==> src/rtl/sprite_loader.sv <==
// sprite_loader
// Loads one IMG_WIDTH x IMG_HEIGHT image from a packed byte stream into
// a 4096x12 sprite RAM. Every three bytes carry two RGB 4:4:4 pixels:
//   byte0 = P0[11:4], byte1 = {P0[3:0], P1[11:8]}, byte2 = P1[7:0].
// Pixels are written in row-major order to waddr = {row[5:0], col[5:0]}.
//
// Ports
//   pclk       rising-edge clock
//   rst        synchronous active-low reset
//   start      one-cycle request to load an image (ignored while busy)
//   abort      cancels a load in progress (wins over start in IDLE)
//   din        packed pixel byte
//   din_valid  din holds a byte
//   din_ready  a byte is accepted when din_valid && din_ready
//   we         RAM write strobe (registered, one cycle per pixel)
//   waddr      RAM address {row, col}; holds its value between writes
//   wdata      RAM pixel data; holds its value between writes
//   busy       load in progress (through the DONE cycle)
//   done       one-cycle pulse together with the final pixel write
module sprite_loader #(
  parameter int IMG_WIDTH  = 48,
  parameter int IMG_HEIGHT = 64
) (
  input  logic        pclk,
  input  logic        rst,
  input  logic        start,
  input  logic        abort,
  input  logic [7:0]  din,
  input  logic        din_valid,
  output logic        din_ready,
  output logic        we,
  output logic [11:0] waddr,
  output logic [11:0] wdata,
  output logic        busy,
  output logic        done
);

  if (IMG_WIDTH < 1 || IMG_WIDTH > 64) begin : g_bad_width
    $error("sprite_loader: IMG_WIDTH must be in 1..64");
  end
  if (IMG_HEIGHT < 1 || IMG_HEIGHT > 64) begin : g_bad_height
    $error("sprite_loader: IMG_HEIGHT must be in 1..64");
  end
  if (((IMG_WIDTH * IMG_HEIGHT) % 2) != 0) begin : g_bad_area
    $error("sprite_loader: IMG_WIDTH*IMG_HEIGHT must be even");
  end

  localparam logic [5:0] COL_LAST = 6'(IMG_WIDTH - 1);
  localparam logic [5:0] ROW_LAST = 6'(IMG_HEIGHT - 1);

  typedef enum logic [2:0] {
    IDLE  = 3'd0,
    BYTE0 = 3'd1,
    BYTE1 = 3'd2,
    BYTE2 = 3'd3,
    DONE  = 3'd4
  } state_t;

  state_t      state_q, state_d;
  logic [5:0]  row_q, row_d;
  logic [5:0]  col_q, col_d;
  logic [7:0]  byte0_q, byte0_d;   // P0[11:4] held until byte1 arrives
  logic [3:0]  nib_q, nib_d;       // P1[11:8] held until byte2 arrives
  logic        we_q, we_d;
  logic [11:0] waddr_q, waddr_d;
  logic [11:0] wdata_q, wdata_d;
  logic        busy_q, busy_d;
  logic        done_q, done_d;

  logic        in_byte_state;
  logic        accept;
  logic        at_last_pixel;
  logic [5:0]  col_next;
  logic [5:0]  row_next;

  // Ready is combinational so that an abort in the same cycle blocks the
  // byte, and so that ready is low for as long as reset is held.
  always_comb begin
    in_byte_state = (state_q == BYTE0) || (state_q == BYTE1) ||
                    (state_q == BYTE2);
    din_ready     = rst && !abort && in_byte_state;
    accept        = din_valid && din_ready;
  end

  // Row-major pixel cursor: next position after the current pixel.
  always_comb begin
    at_last_pixel = (row_q == ROW_LAST) && (col_q == COL_LAST);
    if (col_q == COL_LAST) begin
      col_next = 6'd0;
      row_next = row_q + 6'd1;
    end else begin
      col_next = col_q + 6'd1;
      row_next = row_q;
    end
  end

  always_comb begin
    state_d = state_q;
    row_d   = row_q;
    col_d   = col_q;
    byte0_d = byte0_q;
    nib_d   = nib_q;
    we_d    = 1'b0;
    waddr_d = waddr_q;
    wdata_d = wdata_q;
    done_d  = 1'b0;

    unique case (state_q)
      IDLE: begin
        if (start && !abort) begin
          state_d = BYTE0;
          row_d   = 6'd0;
          col_d   = 6'd0;
        end
      end

      BYTE0: begin
        if (abort) begin
          state_d = IDLE;
        end else if (accept) begin
          byte0_d = din;
          state_d = BYTE1;
        end
      end

      BYTE1: begin
        if (abort) begin
          state_d = IDLE;
        end else if (accept) begin
          we_d    = 1'b1;
          waddr_d = {row_q, col_q};
          wdata_d = {byte0_q, din[7:4]};
          nib_d   = din[3:0];
          row_d   = row_next;
          col_d   = col_next;
          state_d = BYTE2;
        end
      end

      BYTE2: begin
        if (abort) begin
          state_d = IDLE;
        end else if (accept) begin
          we_d    = 1'b1;
          waddr_d = {row_q, col_q};
          wdata_d = {nib_q, din};
          // With an even pixel count the final pixel is always a P1.
          if (at_last_pixel) begin
            done_d  = 1'b1;
            state_d = DONE;
          end else begin
            row_d   = row_next;
            col_d   = col_next;
            state_d = BYTE0;
          end
        end
      end

      DONE: begin
        state_d = IDLE;
      end

      default: begin
        state_d = IDLE;
      end
    endcase

    busy_d = (state_d != IDLE);
  end

  always_ff @(posedge pclk) begin
    if (!rst) begin
      state_q <= IDLE;
      row_q   <= 6'd0;
      col_q   <= 6'd0;
      we_q    <= 1'b0;
      waddr_q <= 12'd0;
      wdata_q <= 12'd0;
      busy_q  <= 1'b0;
      done_q  <= 1'b0;
    end else begin
      state_q <= state_d;
      row_q   <= row_d;
      col_q   <= col_d;
      we_q    <= we_d;
      waddr_q <= waddr_d;
      wdata_q <= wdata_d;
      busy_q  <= busy_d;
      done_q  <= done_d;
    end
  end

  // Partial-pixel holding registers need no reset: they are always
  // rewritten before use within a load.
  always_ff @(posedge pclk) begin
    byte0_q <= byte0_d;
    nib_q   <= nib_d;
  end

  always_comb begin
    we    = we_q;
    waddr = waddr_q;
    wdata = wdata_q;
    busy  = busy_q;
    done  = done_q;
  end

endmodule

==> config.mk <==
export PLATFORM = sky130hd
export DESIGN_NAME = sprite_loader
export DESIGN_NICKNAME = d
export VERILOG_FILES = /design/src/rtl/sprite_loader.sv
export SDC_FILE = /design/constraint.sdc
export NUM_CORES = 1
export LEC_CHECK = 0
export ABC_AREA = 1
export CORE_ASPECT_RATIO = 2
export CORE_UTILIZATION = 30
export DETAILED_ROUTE_END_ITERATION = 10
export HOLD_SLACK_MARGIN = 0.03
export MAX_ROUTING_LAYER = met4
export PLACE_DENSITY = 0.48
export SETUP_SLACK_MARGIN = 0.1
export SLEW_MARGIN = 20
export SYNTH_ARGS = -nofsm -noshare
export SYNTH_HDL_FRONTEND = slang
export SYNTH_SLANG_ARGS = --single-unit
==> constraint.sdc <==
create_clock -name pclk -period 2.8 [get_ports pclk]
set_input_delay 0.56 -clock pclk [delete_from_list [all_inputs] [get_ports pclk]]
set_output_delay 0.56 -clock pclk [all_outputs]
set_load 0.05 [all_outputs]
# Word level (Yosys, flattened, before mapping)
# Index checks and enable logic that the tools add are counted.
word_totals:
  inputBits: 13
  wordCells: 79
  out_inout_bits: 28
  register_bits: 54
op_classes:
  bitwise: 5
  n_addsub: 2
  reduce_logical: 20
  eq_ne: 11
  mux: 31
ops:
  columns: ["cell", "count"]
  rows:
  - ["two-way mux 6 bit", 13]
  - ["two-way mux 12 bit", 4]
  - ["case mux 6 bit (3 select lines)", 2]
  - ["two-way mux 3 bit", 8]
  - ["case mux 12 bit (2 select lines)", 1]
  - ["adder 6 x 1 -> 6 bit (second input constant)", 2]
  - ["equality test 6 bit (second input constant)", 2]
  - ["!= test 2 bit (second input constant)", 6]
  - ["case mux 3 bit (4 select lines)", 1]
  - ["AND reduction 3 bit", 3]
  - ["AND reduction 7 bit", 1]
  - ["equality test 3 x 2 -> 1 bit (second input constant)", 2]
  - ["nonzero test 3 bit", 2]
  - ["logical AND 1 bit", 5]
  - ["NOT 1 bit", 5]
  - ["AND reduction 5 bit", 1]
  - ["OR reduction 4 bit", 1]
  - ["equality test 3 x 1 -> 1 bit (second input constant)", 1]
  - ["zero test 3 bit", 1]
  - ["OR reduction 3 bit", 1]
  - ["logical OR 1 bit", 2]
  - ["two-way mux 1 bit", 2]
  - ["nonzero test 2 bit", 1]
  - ["OR reduction 2 bit", 1]
  - ["zero test 1 bit", 1]

# Longest topological paths before layout
logic_depth:
  depth_word: 9
  ltp_mapped: 10
  ltp_nobuf: 10

# Worst setup path before layout
# OpenSTA, ideal clock, no wires.
synth_timing:
  path_kind: "input -> register"
  start: "input port abort"
  end: "register byte0_q[0], enable pin"
  t_arrival_ns: 1.768
  setup_ns: 0.395
  slack_ns: 0.638
  t_required_ns: 2.405
  cell_stages: 3
  path_buffers: 0
  path_cell_list: "nor2_1 > nand4_4 > nor4_1"
synth_between:
  elab_chain_len: 5
  word_cells_on_any_way: 6
  classes_between: "1 x bitwise; 5 x reduce/logical"
synth_rtl:
  columns: ["element", "line", "text"]
  rows:
  - ["from (decl)", "27", "input logic abort,"]
  - ["zero test 1 bit", "81", "din_ready = rst && !abort && in_byte_state;"]
  - ["logical AND 1 bit (2 in a row)", "81", null]
  - ["logical AND 1 bit", "82", "accept = din_valid && din_ready;"]
  - ["AND reduction 3 bit (no line) (*)", null, null]
  - ["to (signal assigned)", "196", "byte0_q <= byte0_d;"]
  - ["to (decl)", "62", "logic [7:0] byte0_q, byte0_d;"]
# Every way passes the cells marked *; elsewhere a longest branch is shown, timed or not.
# A chain may end at the register's enable or synchronous reset.

# Final worst setup path
layout_timing:
  start: "input port abort"
  end: "output port din_ready"
layout_between:
  elab_chain_len: 3
layout_rtl:
  columns: ["element", "line", "text"]
  rows:
  - ["zero test 1 bit", "81", null]
  - ["logical AND 1 bit (2 in a row)", "81", null]
  - ["to (decl)", "30", "output logic din_ready,"]
# Every way passes these cells.

==> flow_summary_export.csv <==
group,metric,value,unit
finish,final_cell_mix,"nand2_1 (58), dfxtp_1 (42), clkdlybuf4s50_1 (39)",
floorplanning,die-area,8360,um^2
synthesis,yosys_warnings,0,
synthesis,yosysTopAreaCell,"dfxtp_1",
finish,drive_gt1_share,10.4,%
setup_path,crit_path_max_fanout,4,
place,numPortBuffers,40,
drt,drtIter0Drc,138,
power_and_ir_drop,power.switching,367,uW
drt,num_vias,2027,
power_and_ir_drop,seqPwrFrac,52.8,%
setup_path,reg2regPathDepth,6,
clock_network,cts.clk_slew.worst_paths,0.07,ns
floorplanning,fp-row-count,45,
timing,period_needed,2.22,ns
setup_path,cp-start-kind,"primary input",
finish,nets,350,
power_and_ir_drop,total_power,1.54,mW
clock_network,ctsHoldBuffers,0,
floorplanning,core_area,7660,um^2
setup_path,crit_buf_inv,3,
clock_network,postCtsSetupRepairBufs,0,
clock_network,clkLatencyLatePin,0.29,ns
synthesis,synth_seq_area_share,50.2,%
finish,syn2layout_area_growth,26.8,%
clock_network,h-tree-depth,2,
global_routing,grt_max_degree,33,
clock_network,cts_tree,"built",
timing,hold_violations,0,
synthesis,synth_cells,293,
clock_network,clock-sinks,54,
setup_path,required,2.24,ns
clock_network,cts_root_buf,"clkbuf_16",
setup_path,crit_path_max_incr_delay,0.47,ns
timing,hold_ws,0.497,ns
synthesis,ys_types,28,
synthesis,netlist.area_leader.share,35.1,%
setup_path,end_kind,"primary output",
finish,fillerInstances,849,
power_and_ir_drop,swShare,23.8,%
timing,setup_viol,0,
floorplanning,die_h,128,um
global_routing,grt_use_total,15.4,%
global_routing,grt_overflow,0,
floorplanning,io_pins,41,
global_routing,grt_pass1_vias,1930,
setup_path,cp.arrival,1.66,ns
clock_network,cts_resized,0,
timing,slew_headroom,65.9,%
timing,skew,0.00670,ns
synthesis,synth_area,2390,um^2
place,hpwl,4220,um
outcome,status,"completed",
finish,final_common_cell,"nand2_1",
global_routing,grt_pass1_wl,9410,um
power_and_ir_drop,ir_drop,0.000325,V
setup_path,setup.worst_path.class,"in2out",
synthesis,yosys_register_bits,54,
clock_network,clockBufferDepth,2,
power_and_ir_drop,p_leak,1.15,nW
power_and_ir_drop,pwr-share-clk,40.0,%
setup_path,worstPathCellList,"clkdlybuf4s50_1 -> nor2_1 -> nand3_1 -> inv_1 -> buf_12",
timing,max_slew.worst_pin.slew,0.510,ns
timing,fin_crit_sh,79.4,%
min_path,holdCritPathClass,"reg2reg",
finish,antenna_cells,0,
place,place_congestion,0.827,
clock_network,numCtsBuffers,5,
global_routing,grt_antenna_before_repair,0,
setup_path,worst-r2r-setup-slack,0.95,ns
power_and_ir_drop,combPwrFrac,7.2,%
job,cap_viol_max_count,0,
drt,route.detailed.drc,0,
floorplanning,start_util,31.3,%
timing,setup_tns,0,ns
timing,final_max_slew_viol_count,0,
timing,rsz0062_at_grt,"false",
drt,ant_nets,0,
drt,drt-pass1-iter-count,4,
synthesis,avgSynthCellArea,8.17,um^2
setup_path,cp_slowest_cell,"clkdlybuf4s50_1",
floorplanning,die_x,65.2,um
min_path,whs_path_depth,2,
power_and_ir_drop,powerDensity,509,nW/um^2
power_and_ir_drop,p_int,1.18,mW
synthesis,synth_nets,308,
drt,via_per_inst,4.71,
setup_path,cp.depth,5,
drt,totalWireLength,5750,um
drt,wl_per_cell,13.4,um
timing,max_freq,450,MHz
synthesis,synth.area.top_cells,"dfxtp_1 (35%), edfxtp_1 (15%), nand2_1 (9.1%)",
setup_path,crit_family,"buffers and inverters",
per-stage QoR:
stage,util [%],setup slack (ns),area [um^2],instances
2_1_floorplan,-,0.638,2390,293
3_3_place_gp,37.7,0.569,2890,422
3_5_place_dp,37.7,0.558,2890,422
4_1_cts,39.6,0.552,3040,430
5_1_grt,39.6,0.478,3040,430
6_report,39.6,0.576,3040,430
final cells by class:
cell class,instances,area [um^2],share of cell area (%)
multi-input cells,203,1020,33.6
repair buffers,46,455,15.0
inverters,25,93.8,3.09
well taps,94,118,3.87
flip-flops and latches,54,1200,39.6
clock buffers,5,125,4.12
clock inverters,3,21.3,0.701
logic make-up after synthesis:
logic type,Yosys count,share of synthesized area [%]
adder cells (fa/ha/maj),2,1.05
XOR/XNOR,1,0.366
buffers and inverters,36,7.16
AO/OA/AOI/OAI,64,14.4
AND/OR/NAND/NOR,136,26.8
flip-flops,54,50.2
flip-flops by register name (all words and copies together), names as in the netlist:
name and flops:
col_q 6, nib_q 4, wdata 12, done 1, row_q 6, busy 1, byte0_q 8, we 1
state_q 3, waddr 12
worst paths after layout:
check,start,endpoint
worst max-delay path,abort,din_ready
worst min-delay path,waddr[6],waddr[6]
worst max register to register,state_q[2],nib_q[1]
worst min register to register,waddr[6],waddr[6]
cell usage after synthesis:
cell and n:
o21ai_0 28, nor2_2 2, inv_2 2, xor2_1 1, or2_2 2, buf_6 3
nand4_1 4, nand4_4 1, nand2_1 58, buf_4 3, a21o_1 1, nor4_1 1
nor3_1 3, ha_1 2, inv_1 23, o21bai_1 3, dfxtp_1 42, nand2_2 6
nand3_1 18, nor2_1 34, a21oi_1 17, clkbuf_1 3, buf_2 2, nand3_2 2
nor2_4 5, o21ai_1 3, edfxtp_1 12, a31oi_1 12
worst reg2reg max path, cell delays in order, from the launching register on:
cell and delay (ns):
dfxtp_1 0.33, inv_1 0.13, nand2_2 0.22, inv_1 0.34
nand2_1 0.09, nor2_1 0.28, buf_4 0.18
routing by layer:
metal | wire length [um] | track usage (%) | vias to the layer above
met5 | 0 | - | -
met4 | 112 | 6.78 | 0
met3 | 220 | 3.47 | 6
met2 | 3210 | 28.6 | 41
met1 | 2210 | 14.6 | 921
li1 | - | - | 1059
power groups by stage:
stage / clock [mW] / combinational (mW) / sequential [mW]
floorplan: 0 / 0.0673 / 0.834
global placement: 0 / 0.113 / 0.833
detailed placement: 0 / 0.113 / 0.833
CTS: 0.646 / 0.114 / 0.815
global route: 0.671 / 0.125 / 0.816
finish: 0.618 / 0.111 / 0.815
Power figures use the tool's default switching activity.
